File: config.mk
export PLATFORM = sky130hd
export DESIGN_NAME = alu_op_sequencer_flat
export DESIGN_NICKNAME = d
export VERILOG_FILES = /design/src/rtl/alu_op_sequencer_if.sv /design/src/rtl/alu_op_sequencer.sv /design/src/flat_wrapper.sv
export SDC_FILE = /design/constraint.sdc
export NUM_CORES = 1
export LEC_CHECK = 0
export BUFFER_PORTS_ARGS = -buffer_cell sky130_fd_sc_hd__buf_2
export CAP_MARGIN = 20
export CORE_MARGIN = 2
export CORE_UTILIZATION = 50
export DETAILED_ROUTE_END_ITERATION = 12
export PLACE_DENSITY = 0.85
export SLEW_MARGIN = 30
export SYNTH_ARGS = -nofsm -noshare
export SYNTH_HDL_FRONTEND = slang
export SYNTH_SLANG_ARGS = --single-unit
File: constraint.sdc
create_clock -name clk -period 3.2 [get_ports clk]
set_input_delay 0.8 -clock clk [delete_from_list [all_inputs] [get_ports clk]]
set_output_delay 0.8 -clock clk [all_outputs]
set_load 0.05 [all_outputs]
File: src/rtl/alu_op_sequencer_if.sv
// ALU op sequencer handshake bundle: op request side and select-beat side.
// master drives ops and consumes beats; slave is the sequencer.
interface alu_op_sequencer_if #(
  parameter int SHAMT_W = 6
);
  logic               in_valid;
  logic               in_ready;
  logic [2:0]         cntrl;
  logic [SHAMT_W-1:0] shamt;
  logic               out_valid;
  logic               out_ready;
  logic               cout_sel;
  logic [1:0]         sum_sel;
  logic               sub;
  logic               shift_en;
  logic               last;
  logic               illegal_op;

  modport master (
    output in_valid, cntrl, shamt, out_ready,
    input  in_ready, out_valid, cout_sel, sum_sel,
    input  sub, shift_en, last, illegal_op
  );

  modport slave (
    input  in_valid, cntrl, shamt, out_ready,
    output in_ready, out_valid, cout_sel, sum_sel,
    output sub, shift_en, last, illegal_op
  );
endinterface

File: src/rtl/alu_op_sequencer.sv
// ALU select sequencer for the EX stage; SHL iterates STEP bits per beat.
// Define ALU_OPSEQ_TRAP_EN to trap cntrl=001 as an illegal op.
module alu_op_sequencer #(
  parameter int WIDTH   = 64,
  parameter int SHAMT_W = $clog2(WIDTH),
  parameter int STEP    = 1
) (
  input  logic clk,
  input  logic reset,
  alu_op_sequencer_if.slave bus
);

  localparam int CNT_W    = SHAMT_W + 1;
  localparam int LOG_STEP = $clog2(STEP);
  localparam logic [CNT_W-1:0] STEP_M1 = CNT_W'(STEP - 1);
  localparam logic [CNT_W-1:0] ONE     = CNT_W'(1);

  typedef enum logic {
    IDLE,
    SHIFT
  } state_t;

  state_t           state, state_nxt;
  logic [CNT_W-1:0] rem, rem_nxt;
  logic [CNT_W-1:0] beats;
  logic             ov, ov_nxt;
  logic             cs, cs_nxt;
  logic [1:0]       ss, ss_nxt;
  logic             sb, sb_nxt;
  logic             se, se_nxt;
  logic             lst, lst_nxt;
  logic             in_fire;
  logic             out_fire;
`ifdef ALU_OPSEQ_TRAP_EN
  logic             il, il_nxt;
`endif

  // Accept only when idle and the output slot is free or draining.
  assign bus.in_ready = !reset && (state == IDLE) &&
                        (!ov || bus.out_ready);
  assign in_fire  = bus.in_valid && bus.in_ready;
  assign out_fire = ov && bus.out_ready;

  // Shift beats = ceil(shamt / STEP); extra MSB keeps the sum from wrapping.
  assign beats = ({1'b0, bus.shamt} + STEP_M1) >> LOG_STEP;

  assign bus.out_valid = ov;
  assign bus.cout_sel  = cs;
  assign bus.sum_sel   = ss;
  assign bus.sub       = sb;
  assign bus.shift_en  = se;
  assign bus.last      = lst;
`ifdef ALU_OPSEQ_TRAP_EN
  assign bus.illegal_op = il;
`else
  assign bus.illegal_op = 1'b0;
`endif

  // State and output beat registers; reset aborts any shift in flight.
  always_ff @(posedge clk or posedge reset) begin
    if (reset) begin
      state <= IDLE;
      rem   <= '0;
      ov    <= 1'b0;
      cs    <= 1'b0;
      ss    <= 2'b00;
      sb    <= 1'b0;
      se    <= 1'b0;
      lst   <= 1'b0;
`ifdef ALU_OPSEQ_TRAP_EN
      il    <= 1'b0;
`endif
    end else begin
      state <= state_nxt;
      rem   <= rem_nxt;
      ov    <= ov_nxt;
      cs    <= cs_nxt;
      ss    <= ss_nxt;
      sb    <= sb_nxt;
      se    <= se_nxt;
      lst   <= lst_nxt;
`ifdef ALU_OPSEQ_TRAP_EN
      il    <= il_nxt;
`endif
    end
  end

  // Next beat: load a new op, advance a shift, drain, or hold.
  always_comb begin
    state_nxt = state;
    rem_nxt   = rem;
    ov_nxt    = ov;
    cs_nxt    = cs;
    ss_nxt    = ss;
    sb_nxt    = sb;
    se_nxt    = se;
    lst_nxt   = lst;
`ifdef ALU_OPSEQ_TRAP_EN
    il_nxt    = il;
`endif
    if (in_fire) begin
      ov_nxt    = 1'b1;
      cs_nxt    = 1'b0;
      ss_nxt    = 2'b10;
      sb_nxt    = 1'b0;
      se_nxt    = 1'b0;
      lst_nxt   = 1'b1;
      rem_nxt   = '0;
      state_nxt = IDLE;
`ifdef ALU_OPSEQ_TRAP_EN
      il_nxt    = 1'b0;
`endif
      case (bus.cntrl)
        3'b001: begin
`ifdef ALU_OPSEQ_TRAP_EN
          ss_nxt = 2'b00;
          il_nxt = 1'b1;
`else
          ss_nxt = 2'b10;
`endif
        end
        3'b010: begin
          cs_nxt = 1'b1;
          ss_nxt = 2'b11;
        end
        3'b011: begin
          cs_nxt = 1'b1;
          ss_nxt = 2'b11;
          sb_nxt = 1'b1;
        end
        3'b100: ss_nxt = 2'b00;
        3'b101: ss_nxt = 2'b01;
        3'b110: ss_nxt = 2'b11;
        3'b111: begin
          if (bus.shamt != '0) begin
            se_nxt  = 1'b1;
            lst_nxt = (beats == ONE);
            rem_nxt = beats - ONE;
            if (beats > ONE) state_nxt = SHIFT;
          end
        end
        default: ss_nxt = 2'b10;
      endcase
    end else if (state == SHIFT && out_fire) begin
      cs_nxt  = 1'b0;
      ss_nxt  = 2'b10;
      sb_nxt  = 1'b0;
      se_nxt  = 1'b1;
      lst_nxt = (rem == ONE);
      rem_nxt = rem - ONE;
      if (rem == ONE) state_nxt = IDLE;
    end else if (out_fire) begin
      ov_nxt  = 1'b0;
      cs_nxt  = 1'b0;
      ss_nxt  = 2'b00;
      sb_nxt  = 1'b0;
      se_nxt  = 1'b0;
      lst_nxt = 1'b0;
`ifdef ALU_OPSEQ_TRAP_EN
      il_nxt  = 1'b0;
`endif
    end
  end

endmodule

File: src/flat_wrapper.sv
// flat-port wrapper written by rule: the top's interface ports become plain ports
module alu_op_sequencer_flat 
#(
  parameter int WIDTH   = 64,
  parameter int SHAMT_W = $clog2(WIDTH),
  parameter int STEP    = 1
)
  (clk, reset, bus_in_valid, bus_cntrl, bus_shamt, bus_out_ready, bus_in_ready, bus_out_valid, bus_cout_sel, bus_sum_sel, bus_sub, bus_shift_en, bus_last, bus_illegal_op);
  alu_op_sequencer_if #(.SHAMT_W(SHAMT_W)) bus_i ();
  input  logic clk;
  input  logic reset;
  input wire logic [$bits(bus_i.in_valid)-1:0] bus_in_valid;
  input wire logic [$bits(bus_i.cntrl)-1:0] bus_cntrl;
  input wire logic [$bits(bus_i.shamt)-1:0] bus_shamt;
  input wire logic [$bits(bus_i.out_ready)-1:0] bus_out_ready;
  output wire logic [$bits(bus_i.in_ready)-1:0] bus_in_ready;
  output wire logic [$bits(bus_i.out_valid)-1:0] bus_out_valid;
  output wire logic [$bits(bus_i.cout_sel)-1:0] bus_cout_sel;
  output wire logic [$bits(bus_i.sum_sel)-1:0] bus_sum_sel;
  output wire logic [$bits(bus_i.sub)-1:0] bus_sub;
  output wire logic [$bits(bus_i.shift_en)-1:0] bus_shift_en;
  output wire logic [$bits(bus_i.last)-1:0] bus_last;
  output wire logic [$bits(bus_i.illegal_op)-1:0] bus_illegal_op;
  assign bus_i.in_valid = bus_in_valid;
  assign bus_i.cntrl = bus_cntrl;
  assign bus_i.shamt = bus_shamt;
  assign bus_i.out_ready = bus_out_ready;
  assign bus_in_ready = bus_i.in_ready;
  assign bus_out_valid = bus_i.out_valid;
  assign bus_cout_sel = bus_i.cout_sel;
  assign bus_sum_sel = bus_i.sum_sel;
  assign bus_sub = bus_i.sub;
  assign bus_shift_en = bus_i.shift_en;
  assign bus_last = bus_i.last;
  assign bus_illegal_op = bus_i.illegal_op;
  alu_op_sequencer #(.WIDTH(WIDTH), .SHAMT_W(SHAMT_W), .STEP(STEP)) u_core (.clk(clk), .reset(reset), .bus(bus_i));
endmodule
-- Word-level counts from Yosys, hierarchy flattened
Cells that the tools add are included.
W data, S select, Z words.
- add/sub/neg operators: 2
- $lt $le $gt $ge: 1
- eq/ne operators: 9
- mux-type cells: 30
- bitwise operators: 1
- reductions and logical operators: 17
- operators with widths (kind ; count):
    $mux W7 ; 4
    $mux W1 ; 22
    $eq A3 B3 Y1 const B ; 4
    $eq A7 B1 Y1 const B ; 1
    $sub A6 B1 Y7 const B ; 1
    $sub A7 B1 Y7 const B ; 1
    $eq A3 B2 Y1 const B ; 2
    $eq A6 B1 Y1 const B ; 1
    $gt A6 B1 Y1 const B ; 1
    $mux W2 ; 3
    $pmux W2 S3 ; 1
    $reduce_bool A2 Y1 ; 3
    $reduce_bool A6 Y1 ; 1
    $logic_and A1 B1 Y1 ; 5
    $reduce_and A2 Y1 ; 2
    $reduce_bool A3 Y1 ; 1
    $reduce_or A3 Y1 ; 1
    $logic_not A1 Y1 ; 2
    $ne A2 B1 Y1 const B ; 1
    $reduce_or A2 Y1 ; 1
    $logic_or A1 B1 Y1 ; 1
    $not A1 Y1 ; 1
- bits in registers: 15
- input port bits: 13
- output and inout port bits: 9
- word-level logic and storage cells: 68

-- Longest topological paths before layout
- depth in word-level cells: 6
- gate-level depth with buffers: 6
- gate-level depth less buffers: 6

-- Least setup slack after synthesis
Ideal clock, no wire load.
- kind: input port to output port
- from: input bus_out_ready
- to: output bus_in_ready
- arrival: 1.890 ns
- required time: 2.400 ns
- path slack: 0.510 ns
- stages: 2
- buffers on the path: 0
- cells stage by stage: nor2b_4 nor3_1
- longest elaborated chain between the ends: 2
- RTL lines (what ; RTL line ; source):
    start: declaration ; flat_wrapper.sv:15 ; input wire logic [$bits(bus_i.out_ready)-1:0] bus_out_ready;
    $logic_or A1 B1 Y1 ; alu_op_sequencer.sv:40 ; (!ov || bus.out_ready);
    $logic_and A1 B1 Y1 ; alu_op_sequencer.sv:39 ; assign bus.in_ready = !reset && (state == IDLE) &&
    end: declaration ; flat_wrapper.sv:16 ; output wire logic [$bits(bus_i.in_ready)-1:0] bus_in_ready;
Every way passes these cells.

-- Worst setup path in the final report
Same ends and word-level chain as after synthesis.

==> metrics.csv <==
stage;metric;value;unit
run_status;outcome;finished clean;
finish;share of cells above drive strength 1;24.63;%
yosys;top cell type by total area after synthesis;dfrtp_1;
yosys;synth top area cells;dfrtp_1 (36%), ha_1 (5.9%), o21ai_0 (4.7%);
placement;pre-CTS setup slack;0.9606;ns
yosys;Synth Warn #;0;
yosys;post-synth net total;134;
timing;Final WS setup;0.9707;ns
die;DIE WIDTH;49.96;um
finish;Final nets;153;
drt;Vias/cell;5.801;
yosys;Syn Area/Cell;9.104;sq um
timing;RSZ-0062 raised after global routing;false;
yosys;Post-Synthesis Cell Area;1056;sq um
drt;Detailed Route WL;2203;um
placement;Inst Count DP;157;
power_and_ir_drop;PD cells;567.8;nW/um^2
placement;placed inst area;1146;sq um
yosys;Yosys cell types;42;
clocking;CTS Buffer Depth;2;
setup_path;data required time of the worst path;2.40;ns
clocking;Clk pin slew, worst setup/hold paths;0.09;ns
clocking;Setup Buffers After CTS;0;
yosys;async set-or-reset flop fraction in the synthesized netlist;100.0;%
setup_path;Critical Path AT;1.43;ns
timing;Setup-failing EPs final;0;
finish;n_diodes;0;
global_routing;vias in the first global route;845;
setup_path;R2R Setup Slk;1.35;ns
timing;Worst Skew;0.0006330;ns
global_routing;first-pass GRT wire length;3739;um
clocking;clock root buffer master;clkbuf_4;
setup_path;endpoint class of the critical path;primary output;
global_routing;total global routing overflow;0;
clocking;CTS-repair resized insts;0;
timing;Slew Limit Headroom;41.57;%
clocking;clock sink count;15;
clocking;total CTS buffers;3;
worst_hold_path;min-delay worst type;register to register;
power_and_ir_drop;Worst VDD drop;0.0002746;V
timing;Final Cycle Share;69.67;%
global_routing;largest net degree at the start of global routing;20;
yosys;most frequent cell after synthesis;dfrtp_1;
clocking;hold-fix buffers at CTS;0;
die;num rows;16;
setup_path;Critical Path Start Type;input port;
drt;Routed Antenna Nets;0;
global_routing;Overall Global Routing Usage;19.64;%
power_and_ir_drop;Leak;0.5605;nW
clocking;H-tree depth;1;
finish;fillcell total;175;
run;Max Cap Violations;0;
setup_path;CP Class;input port to primary output;
die;initial core utilization;53.28;%
timing;Final Critical Period;2.229;ns
die;die area;2496;sq um
yosys;Post-synth top cells;dfrtp_1 (15), o21ai_0 (10), inv_1 (9), nand3_1 (9), nand2_1 (8);
global_routing;antenna violations before repair;0;
drt;DRC;0;
drt;via count;934;
yosys;area share of the largest cell type after synthesis;35.55;%
timing;Slew @ Worst Pin;0.8728;ns
setup_path;CP max FO;4;
finish;final instance area;1172;sq um
die;core area;1982;sq um
power_and_ir_drop;Design Power;0.6657;mW
finish;fin util;59.15;%
timing;Max Fclk;0.4486;GHz
yosys;Post-synth EDFFs;0;
placement;Port Buffers;20;
finish;final cell count without fillers;161;
placement;post-DP HPWL;1674;um
timing;setup_tns;0;ns
drt;DR WL/cell;13.68;um
drt;DR iter-0 viols;17;
drt;DRT Pass-1 Iters;5;
die;Die Ht;49.96;um
die;Ports;22;
placement;GPL Wtd Cong;0.7880;
clocking;CTS tree;yes;
yosys;Gate Count Post-Synth;116;
yosys;post-synthesis sequential area ratio;35.55;%
finish;Area growth syn-to-layout;11.02;%
yosys;prevailing post-synth register cell;dfrtp_1;
timing;Final Max Slew Viols;0;
timing;Min Hold Slack;0.5090;ns
timing;Hold Fails Final Rpt;0;
yosys;Seq cells post-synth;15;
clocking;Skew-Pair Late Insertion Delay;0.28;ns
-- layout by cell type, fill, tap and decap left out, drive strengths merged, types with 5 or more instances in the layout --
cell	count
nand3	9
nand2	8
ha	5
a21oi	5
nor2	6
dfrtp	15
inv	9
o21ai	11
buf	20
-- logic make-up after synthesis --
family / count (synthesis) / synth area share (%)
AOI/OAI and AO/OA: 28 / 18.84
other: 1 / 0.3551
adders and majority gates: 5 / 5.924
and+or+nand+nor: 47 / 27.84
DFF: 15 / 35.55
buffers and inverters: 15 / 7.346
xor gates and xnor gates: 5 / 4.148
-- critical path: stages --
cell,delay [ns]
buf_2,0.14
nor2b_4,0.07
nor3_1,0.13
buf_2,0.29
-- where the power goes --
group	leakage, nW	internal [mW]	total [mW]	switching (mW)
combinational	0.355	0.100	0.274	0.173
clock	0.0150	0.0484	0.107	0.0584
sequential	0.191	0.237	0.285	0.0488
total	0.560	0.385	0.666	0.280
-- layer usage --
layer	routed length [um]	share of wire [%]	track usage [%]	vias to the layer above
met5	0	0	0	-
met4	32	1.5	10.65	0
met3	111	5.0	1.818	4
met2	1065	48	30.67	35
met1	994	45	26.67	442
li1	-	-	-	453
-- state kept, by name, indices dropped and copies added (netlist names) --
register	cells
u_core.rem	7
u_core.bus.out_valid	1
u_core.state	1
u_core.bus.sum_sel	2
u_core.bus.shift_en	1
u_core.bus.last	1
u_core.bus.cout_sel	1
u_core.bus.sub	1
-- path summary, 6_finish.rpt --
kind                                                         from                                 to  cells past startpoint
worst max-delay path                                bus_out_ready                       bus_in_ready                      4
worst min-delay path            u_core.bus.sum_sel[0]$_DFFE_PP0P_  u_core.bus.sum_sel[0]$_DFFE_PP0P_                      2
worst max register to register   u_core.bus.out_valid$_DFFE_PP0P_          u_core.rem[4]$_DFFE_PP0P_                      4
worst min register to register  u_core.bus.sum_sel[0]$_DFFE_PP0P_  u_core.bus.sum_sel[0]$_DFFE_PP0P_                      2
max in group asynchronous                                   reset    u_core.bus.cout_sel$_DFFE_PP0P_                      2
min in group asynchronous                                   reset   u_core.bus.out_valid$_DFFE_PP0P_                      2
-- cell type report --
class	count	area, sq um	area share [%]
Clock buffer	4	26.28	2.241
Inverter	9	33.78	2.882
Multi-Input combinational cell	86	603.1	51.44
Sequential cell	15	375.4	32.02
Tap cell	27	33.78	2.882
Timing Repair Buffer	20	100.1	8.538
Power figures use the tool's default switching activity.
